==> src/rtl/d8m_sensor_emulator.sv <==
// D8M sensor-side pixel source: raw GRBG Bayer stream with FVAL/LVAL framing
// and selectable test patterns, registered on CCD_PIXCLK.
module d8m_sensor_emulator #(
    parameter int H_ACTIVE = 640,
    parameter int H_BLANK  = 160,
    parameter int V_ACTIVE = 480,
    parameter int V_BLANK  = 45,
    parameter int BAR_W    = 80
) (
    input  logic       CCD_PIXCLK,
    input  logic       RESET_SYS_N,
    input  logic       enable,
    input  logic [1:0] pattern_sel,
    input  logic [9:0] solid_value,
    output logic [9:0] CCD_DATA,
    output logic       CCD_FVAL,
    output logic       CCD_LVAL,
    output logic [15:0] frame_cnt,
    output logic       busy,
    output logic       frame_done
);
    localparam int          H_TOTAL    = H_ACTIVE + H_BLANK;
    localparam int          V_TOTAL    = V_ACTIVE + V_BLANK;
    localparam logic [15:0] H_LAST     = 16'(H_TOTAL - 1);
    localparam logic [15:0] H_START    = 16'(H_BLANK);
    localparam logic [15:0] V_ACT_LAST = 16'(V_ACTIVE - 1);
    localparam logic [15:0] V_LAST     = 16'(V_TOTAL - 1);
    localparam logic [15:0] BAR_LAST   = 16'(BAR_W - 1);
    localparam logic [9:0]  FULL       = 10'h3FF;

    typedef enum logic [1:0] {IDLE, ACTIVE, VBLANK} state_t;

    state_t      state_q, state_d;
    logic [15:0] h_q, h_d, v_q, v_d;
    logic [15:0] bar_pix_q, bar_pix_d;
    logic [2:0]  bar_q, bar_d;
    logic [15:0] frame_cnt_q, frame_cnt_d;
    logic [1:0]  sel_q, sel_d;
    logic [9:0]  solid_q, solid_d;
    logic [9:0]  data_q, data_d;
    logic        fval_q, fval_d, lval_q, lval_d;
    logic        line_end, frame_end, start;
    logic [9:0]  x;

    // GRBG site selection: even rows G/R, odd rows B/G; colour code bits are R,G,B.
    function automatic logic [9:0] bar_pixel(input logic [2:0] col, input logic xo, input logic yo);
        logic on;
        case ({yo, xo})
            2'b00, 2'b11: on = col[1];
            2'b01:        on = col[2];
            default:      on = col[0];
        endcase
        return on ? FULL : 10'h000;
    endfunction

    always_comb begin
        state_d     = state_q;
        h_d         = h_q;
        v_d         = v_q;
        sel_d       = sel_q;
        solid_d     = solid_q;
        frame_cnt_d = frame_cnt_q;
        start       = 1'b0;
        frame_end   = 1'b0;
        line_end    = (h_q == H_LAST);
        if (line_end) begin
            h_d = '0;
            v_d = v_q + 16'd1;
        end else begin
            h_d = h_q + 16'd1;
        end
        case (state_q)
            IDLE: begin
                h_d = '0;
                v_d = '0;
                if (enable) begin
                    state_d = ACTIVE;
                    start   = 1'b1;
                end
            end
            ACTIVE: begin
                if (line_end && v_q == V_ACT_LAST) state_d = VBLANK;
            end
            VBLANK: begin
                if (line_end && v_q == V_LAST) begin
                    frame_end   = 1'b1;
                    frame_cnt_d = frame_cnt_q + 16'd1;
                    v_d         = '0;
                    if (enable) begin
                        state_d = ACTIVE;
                        start   = 1'b1;
                    end else begin
                        state_d = IDLE;
                    end
                end
            end
            default: state_d = IDLE;
        endcase
        // Pattern controls are frozen for the whole frame.
        if (start) begin
            sel_d   = pattern_sel;
            solid_d = solid_value;
        end
    end

    always_comb begin
        fval_d    = (state_q == ACTIVE);
        lval_d    = fval_d && (h_q >= H_START);
        x         = 10'(h_q - H_START);
        bar_d     = '0;
        bar_pix_d = '0;
        // Bar index tracks x incrementally so no divider is needed.
        if (lval_d) begin
            if (bar_pix_q == BAR_LAST) begin
                bar_d = bar_q + 3'd1;
            end else begin
                bar_d     = bar_q;
                bar_pix_d = bar_pix_q + 16'd1;
            end
        end
        data_d = '0;
        if (lval_d) begin
            case (sel_q)
                2'd0:    data_d = bar_pixel(~bar_q, x[0], v_q[0]);
                2'd1:    data_d = x;
                2'd2:    data_d = solid_q;
                default: data_d = (x[4] ^ v_q[4] ^ frame_cnt_q[0]) ? FULL : 10'h000;
            endcase
        end
    end

    always_ff @(posedge CCD_PIXCLK or negedge RESET_SYS_N) begin
        if (!RESET_SYS_N) begin
            state_q     <= IDLE;
            h_q         <= '0;
            v_q         <= '0;
            bar_q       <= '0;
            bar_pix_q   <= '0;
            frame_cnt_q <= '0;
            sel_q       <= '0;
            solid_q     <= '0;
            data_q      <= '0;
            fval_q      <= 1'b0;
            lval_q      <= 1'b0;
        end else begin
            state_q     <= state_d;
            h_q         <= h_d;
            v_q         <= v_d;
            bar_q       <= bar_d;
            bar_pix_q   <= bar_pix_d;
            frame_cnt_q <= frame_cnt_d;
            sel_q       <= sel_d;
            solid_q     <= solid_d;
            data_q      <= data_d;
            fval_q      <= fval_d;
            lval_q      <= lval_d;
        end
    end

    assign CCD_DATA   = data_q;
    assign CCD_FVAL   = fval_q;
    assign CCD_LVAL   = lval_q;
    assign frame_cnt  = frame_cnt_q;
    assign busy       = (state_q != IDLE);
    assign frame_done = frame_end;
endmodule

==> config.mk <==
export PLATFORM = sky130hd
export DESIGN_NAME = d8m_sensor_emulator
export DESIGN_NICKNAME = d
export VERILOG_FILES = /design/src/rtl/d8m_sensor_emulator.sv
export SDC_FILE = /design/constraint.sdc
export NUM_CORES = 1
export LEC_CHECK = 0
export ABC_CLOCK_PERIOD_IN_PS = 2050
export CORE_MARGIN = 1.5
export CORE_UTILIZATION = 42
export DETAILED_ROUTE_END_ITERATION = 12
export GPL_TIMING_DRIVEN = 0
export SLEW_MARGIN = 20
export SYNTH_ARGS = -nofsm -noshare
export SYNTH_HDL_FRONTEND = slang
export SYNTH_SLANG_ARGS = --single-unit
==> constraint.sdc <==
create_clock -name CCD_PIXCLK -period 2.05 [get_ports CCD_PIXCLK]
set_input_delay 0.205 -clock CCD_PIXCLK [delete_from_list [all_inputs] [get_ports CCD_PIXCLK]]
set_output_delay 0.205 -clock CCD_PIXCLK [all_outputs]
set_load 0.01 [all_outputs]
# Yosys cells after proc, flatten, opt, wreduce, memory -nomap -nowiden
# Cells that the tools add are included.
dict set report totals {
  elab_cells 71
  ff_bits 93
  out_inout_bits 30
}
dict set report op_classes {
  n_lt_le_gt_ge 1
  bitwise 3
  muxes 26
  eq_ne 14
  n_reduce_logical 10
  addsub 6
}
# cell count
set ops {}
lappend ops {{$mux W16} 6}
lappend ops {{$add A16 B1 Y16 const B} 4}
lappend ops {{$eq A16 B10 Y1 const B} 2}
lappend ops {{$pmux W16 S2} 1}
lappend ops {{$mux W10} 3}
lappend ops {{$pmux W10 S3} 1}
lappend ops {{$eq A16 B7 Y1 const B} 1}
lappend ops {{$eq A16 B9 Y1 const B} 1}
lappend ops {{$ge A16 B8 Y1 const B} 1}
lappend ops {{$sub A10 B8 Y10 const B} 1}
lappend ops {{$mux W1} 7}
lappend ops {{$eq A2 B1 Y1 const B} 3}
lappend ops {{$eq A2 B2 Y1 const B} 3}
lappend ops {{$logic_not A2 Y1} 3}
lappend ops {{$mux W2} 3}
lappend ops {{$mux W3} 2}
lappend ops {{$pmux W2 S3} 1}
lappend ops {{$ne A2 B1 Y1 const B} 2}
lappend ops {{$ne A2 B2 Y1 const B} 2}
lappend ops {{$pmux W1 S2} 2}
lappend ops {{$add A3 B1 Y3 const B} 1}
lappend ops {{$logic_and A1 B1 Y1} 3}
lappend ops {{$not A3 Y3} 1}
lappend ops {{$reduce_and A3 Y1} 1}
lappend ops {{other kinds (4)} 5}

# Longest topological paths before layout
dict set report depth {
  ltp_word 9
  depth_mapped 8
  ltp_nobuf 6
}

# Worst setup path before layout
# Ideal clock, no wire load.
dict set report synth_timing {
  kind {reg-to-reg}
  startpoint {register h_q[0]}
  endpoint {register sel_q[0]}
  period_less_slack_ns 2.131
  path_stages_with_launch 7
  path_buffers 1
  setup_ns 0.125
  required_time_ns 1.925
  arrival_ns 2.006
  path_slack_ns -0.081
  path_cell_list {dfrtp_1 ha_1 and4_1 nand4_4 o41ai_4 buf_6 mux2_4}
}
dict set report synth_between {
  elab_chain_cells 4
}
# element line_no
set synth_lines {}
lappend synth_lines {{start, declared} 34} ;# logic [15:0] h_q, h_d, v_q, v_d;
lappend synth_lines {{start signal, assigned} 135} ;# h_q <= '0;
lappend synth_lines {{start signal, assigned} 147} ;# h_q <= h_d;
lappend synth_lines {{$eq A16 B10 Y1} 65} ;# line_end = (h_q == H_LAST);
lappend synth_lines {{$logic_and A1 B1 Y1} 85} ;# if (line_end && v_q == V_LAST) begin
lappend synth_lines {{$mux W1} 85}
lappend synth_lines {{$pmux W1 S2} 72} ;# case (state_q)
lappend synth_lines {{end signal, assigned} 152} ;# sel_q <= sel_d;
lappend synth_lines {{end, declared} 38} ;# logic [1:0] sel_q, sel_d;
# No other way between the ends.
# A chain may end at the register's enable or synchronous reset.

# Worst setup path in the final report
dict set report layout_timing {
  startpoint {register v_q[0]}
  endpoint {register solid_q[8]}
}
dict set report layout_between {
  elab_chain_cells 4
}
# element line_no
set layout_lines {}
lappend layout_lines {{start, declared} 34}
lappend layout_lines {{start signal, assigned} 148} ;# v_q <= v_d;
lappend layout_lines {{$eq A16 B10 Y1} 85}
lappend layout_lines {{$logic_and A1 B1 Y1} 85}
lappend layout_lines {{$mux W1} 85}
lappend layout_lines {{$pmux W1 S2} 72}
lappend layout_lines {{end signal, assigned} 153} ;# solid_q <= solid_d;
lappend layout_lines {{end, declared} 39} ;# logic [9:0] solid_q, solid_d;
# No other way between the ends.

==> impl_metrics.csv <==
group,metric,value,unit
pwr,power_leakage,2.88,nW
critical_path,required,2.28,ns
synthesis,seq_area_frac_synth,47.1,%
run_status,status,"finished with violations",
final_layout,nets,582,
routing,wl,11.7,mm
routing,avgViaCountPerCell,5.55,
floorplanning,design.die.area,12400,µm²
pwr,seq_power_share,46.5,%
synthesis,syn_nets,499,
global_route,antenna_found_initial,0,
sta,hold_viol,0,
placed_design,dpl.hpwl,7.49,mm
pwr,vdd_drop_max,786,µV
clock_network,clkSinkCount,93,
routing,routedWlPerCell,16.6,µm
synthesis,ys_ff_latch,93,
clock_network,clk_pin_slew,0.07,ns
floorplanning,die_y,111,µm
synthesis,synth_enable_flop_cells,0,
pwr,p_int,0.00325,W
global_route,grt_pass1_wl,19.1,mm
final_layout,diodes,0,
floorplanning,design.core.area,11400,µm²
sta,worstMarginPinSlew,0.522,ns
critical_path,crit_arrival,2.41,ns
synthesis,ys_types,52,
sta,period_minus_slack,2.18,ns
floorplanning,io_pins,45,
clock_network,cts_root_buffer,"clkbuf_16",
final_layout,syn_to_final_growth,30.2,%
final_layout,n_fill_cell,1006,
routing,drt_iter0_drc,190,
global_route,grt_busiest_layer,"met2",
critical_path,crit_fanout,5,
sta,drv_slew,0,
routing,vias,3910,
routing,first_pass_iters,5,
synthesis,async_reset_ff_share,100,%
flow_run,drv_cap,0,
pwr,powerDensity,692,nW/µm²
sta,slew_headroom,65.2,%
sta,holdWs,0.287,ns
critical_path,cp_slowest_cell,"dfrtp_2",
critical_path,critPathKind,"register to register",
critical_path,r2r-start,"v_q[0]",
clock_network,h-tree-depth,3,
pwr,p_sw_share,26.8,%
critical_path,end_kind,"register",
synthesis,synth_flop_cell,"dfrtp_1",
synthesis,synth_top_area_share,47.1,%
clock_network,clock_latency,0.35,ns
synthesis,yosysWarningCount,0,
global_route,grt_max_degree,74,
placed_design,post-place-ws,-0.789,ns
pwr,clkPwrFrac,36.6,%
pwr,p_total,0.00445,W
synthesis,avgSynthCellArea,10.4,µm²
routing,drc_errors,0,
critical_path,path_cells,"inv_2 > ha_4 > and4bb_2 > nand4_4 > o41ai_4 > buf_4 > buf_8 > mux2_4",
critical_path,cp_num_buf_inv,3,
critical_path,reg2reg_to,"solid_q[8]",
global_route,track_usage,19.2,%
global_route,grt_pass1_vias,3745,
sta,max_freq,459,MHz
synthesis,ys_top_cells_by_area,"dfrtp_1 47%, xnor2_1 3.9%, xor2_1 3.9%",
global_route,use_met2,29.0,%
clock_network,cts_tree,"done",
global_route,overflow,0,
pwr,p_sw,0.00119,W
routing,drtAntennaViolNets,0,
synthesis,synth_area,4940,µm²
clock_network,cts_buffer_depth,2,
floorplanning,start_util,43.2,%
placed_design,gp_congestion,0.824,
global_route,use_met3,5.23,%
synthesis,yosysTopAreaCell,"dfrtp_1",
placed_design,numPortBuffers,44,
final_layout,final_layout_size_suffix_gt1_share,21.9,%
sta,finalSetupViolations,26,
sta,finalCritPeriodShare,106,%
floorplanning,die_x,111,µm
critical_path,max_stage_delay,0.45,ns
global_route,met1_usage,27.1,%
clock_network,cts_made_buffers,9,
critical_path,critPathLaunchType,"register",
run_status,violations,"negative setup slack",
pwr,p_comb_share,16.9,%
floorplanning,rows,39,
sta,timing.final.ws_setup,-0.127,ns
sta,rsz0062_at_grt,"true",
critical_path,path_depth,8,
critical_path,r2r_slack,-0.13,ns
critical_path,critical_path.top_delay_family,"flip-flops",
worst_hold_path,holdCritPathClass,"input port to async pin",
synthesis,netlist_instances,473,
sta,clock_skew,0.00867,ns
critical_path,worstRegToRegCells,8,
-- Yosys cell counts, drive strengths merged (2+ instances only) --
cell type	count
nor2b	4
nor3	13
nor4b	2
or2	2
o41ai	2
nand2	27
inv	22
and4bb	3
mux2i	2
nand3	24
nand2b	2
nor4bb	2
and4	5
o21ai	14
or3	9
nor2	31
o31ai	9
nor4	25
a21oi	17
and3	13
clkbuf	8
mux2	13
dfrtp	93
buf	11
xor2	22
a31oi	3
xnor2	22
ha	11
and2	4
a22oi	20
or4	10
nand4	19
-- layer usage --
| layer | part of all wire (%) | vias to the layer above |
|---|---|---|
| met1 | 48 | 1928 |
| met4 | 0.98 | 0 |
| met5 | 0 | - |
| met2 | 48 | 73 |
| li1 | - | 1901 |
| met3 | 3.7 | 8 |
-- registers in the layout, summed over array words and instances (netlist names), 2 cells and up --
name and flops:
solid_q 10, CCD_DATA 10, bar_q 3, sel_q 2, state_q 2, frame_cnt 16, v_q 16, bar_pix_q 16
h_q 16
-- cell usage in the layout (no fill, tap or decap), types with 5 or more instances in the layout --
| cell type | n |
|---|---|
| or3_1 | 9 |
| nor2_1 | 31 |
| o21ai_0 | 12 |
| clkbuf_16 | 10 |
| ha_1 | 9 |
| clkdlybuf4s50_1 | 42 |
| buf_2 | 5 |
| a21oi_1 | 17 |
| buf_6 | 9 |
| nand2_1 | 26 |
| clkbuf_1 | 5 |
| nor3_1 | 5 |
| buf_4 | 22 |
| xnor2_1 | 22 |
| or4_4 | 5 |
| o31ai_1 | 8 |
| dfrtp_1 | 89 |
| and3_1 | 13 |
| nand4_1 | 17 |
| inv_1 | 21 |
| nand3_1 | 24 |
| mux2_4 | 12 |
| nor3_2 | 7 |
| nor4_4 | 12 |
| xor2_1 | 22 |
| a22oi_1 | 16 |
| or4_1 | 5 |
| nor4_1 | 13 |
-- final cells by class --
class,count,area (µm²),share of cell area (%)
repair buffers,72,713,11.1
plain buffers,19,150,2.34
well taps,143,179,2.78
clock buffers,12,267,4.15
clock inverters,4,28.8,0.448
inverters,23,86.3,1.34
flip-flops and latches,93,2330,36.3
multi-input cells,338,2670,41.6
-- cell families (layout without fill, tap and decap cells) --
family | Yosys count | count (layout) | synth area share, %
AO/OA/AOI/OAI | 70 | 70 | 9.51
buffers and inverters | 42 | 130 | 3.85
XOR/XNOR | 44 | 44 | 7.81
flip-flops | 93 | 93 | 47.1
multiplexers | 15 | 15 | 4.06
AND/OR/NAND/NOR | 198 | 198 | 24.8
adder cells (fa/ha/maj) | 11 | 11 | 2.79
-- metrics by stage --
| step | TNS, ns | area, µm² | std cells | util (%) |
|---|---|---|---|---|
| detailed placement | -15.76 | 5590 | 661 | 49.0 |
| floorplan | -0.435 | 4940 | 473 | - |
| global placement | -265.79 | 5560 | 660 | 48.7 |
| global route | -4.05 | 6430 | 704 | 56.3 |
| CTS | -2.03 | 6070 | 689 | 53.2 |
| finish | -1.76 | 6430 | 704 | 56.3 |
-- power by group through the flow --
stage	Clock (W)	Sequential, W	Combinational [W]
global route	0.00175	0.00208	0.000849
CTS	0.00168	0.00206	0.000726
floorplan	0	0.00208	0.000451
detailed placement	0	0.00212	0.000629
global placement	0	0.00212	0.000609
finish	0.00163	0.00207	0.000752
-- timing repair --
item	4_1_cts	5_1_grt
setup buffers	10	14
cloned	1	1
endpoints found under the setup margin	81	74
hold buffers	1	0
hold endpoints to repair	20	0
pin swaps	6	33
gates resized for setup	33	49
-- how the worst max path moves through the flow --
stage	endpoint	from
final	solid_q[8]	v_q[0]
after detailed placement	frame_done	h_q[0]
after floorplan	sel_q[0]	v_q[0]
after global placement	frame_cnt[4]	RESET_SYS_N
after global routing	frame_done	h_q[10]
after CTS	solid_q[8]	h_q[11]
Note: power is estimated with default switching activity, not from simulation.
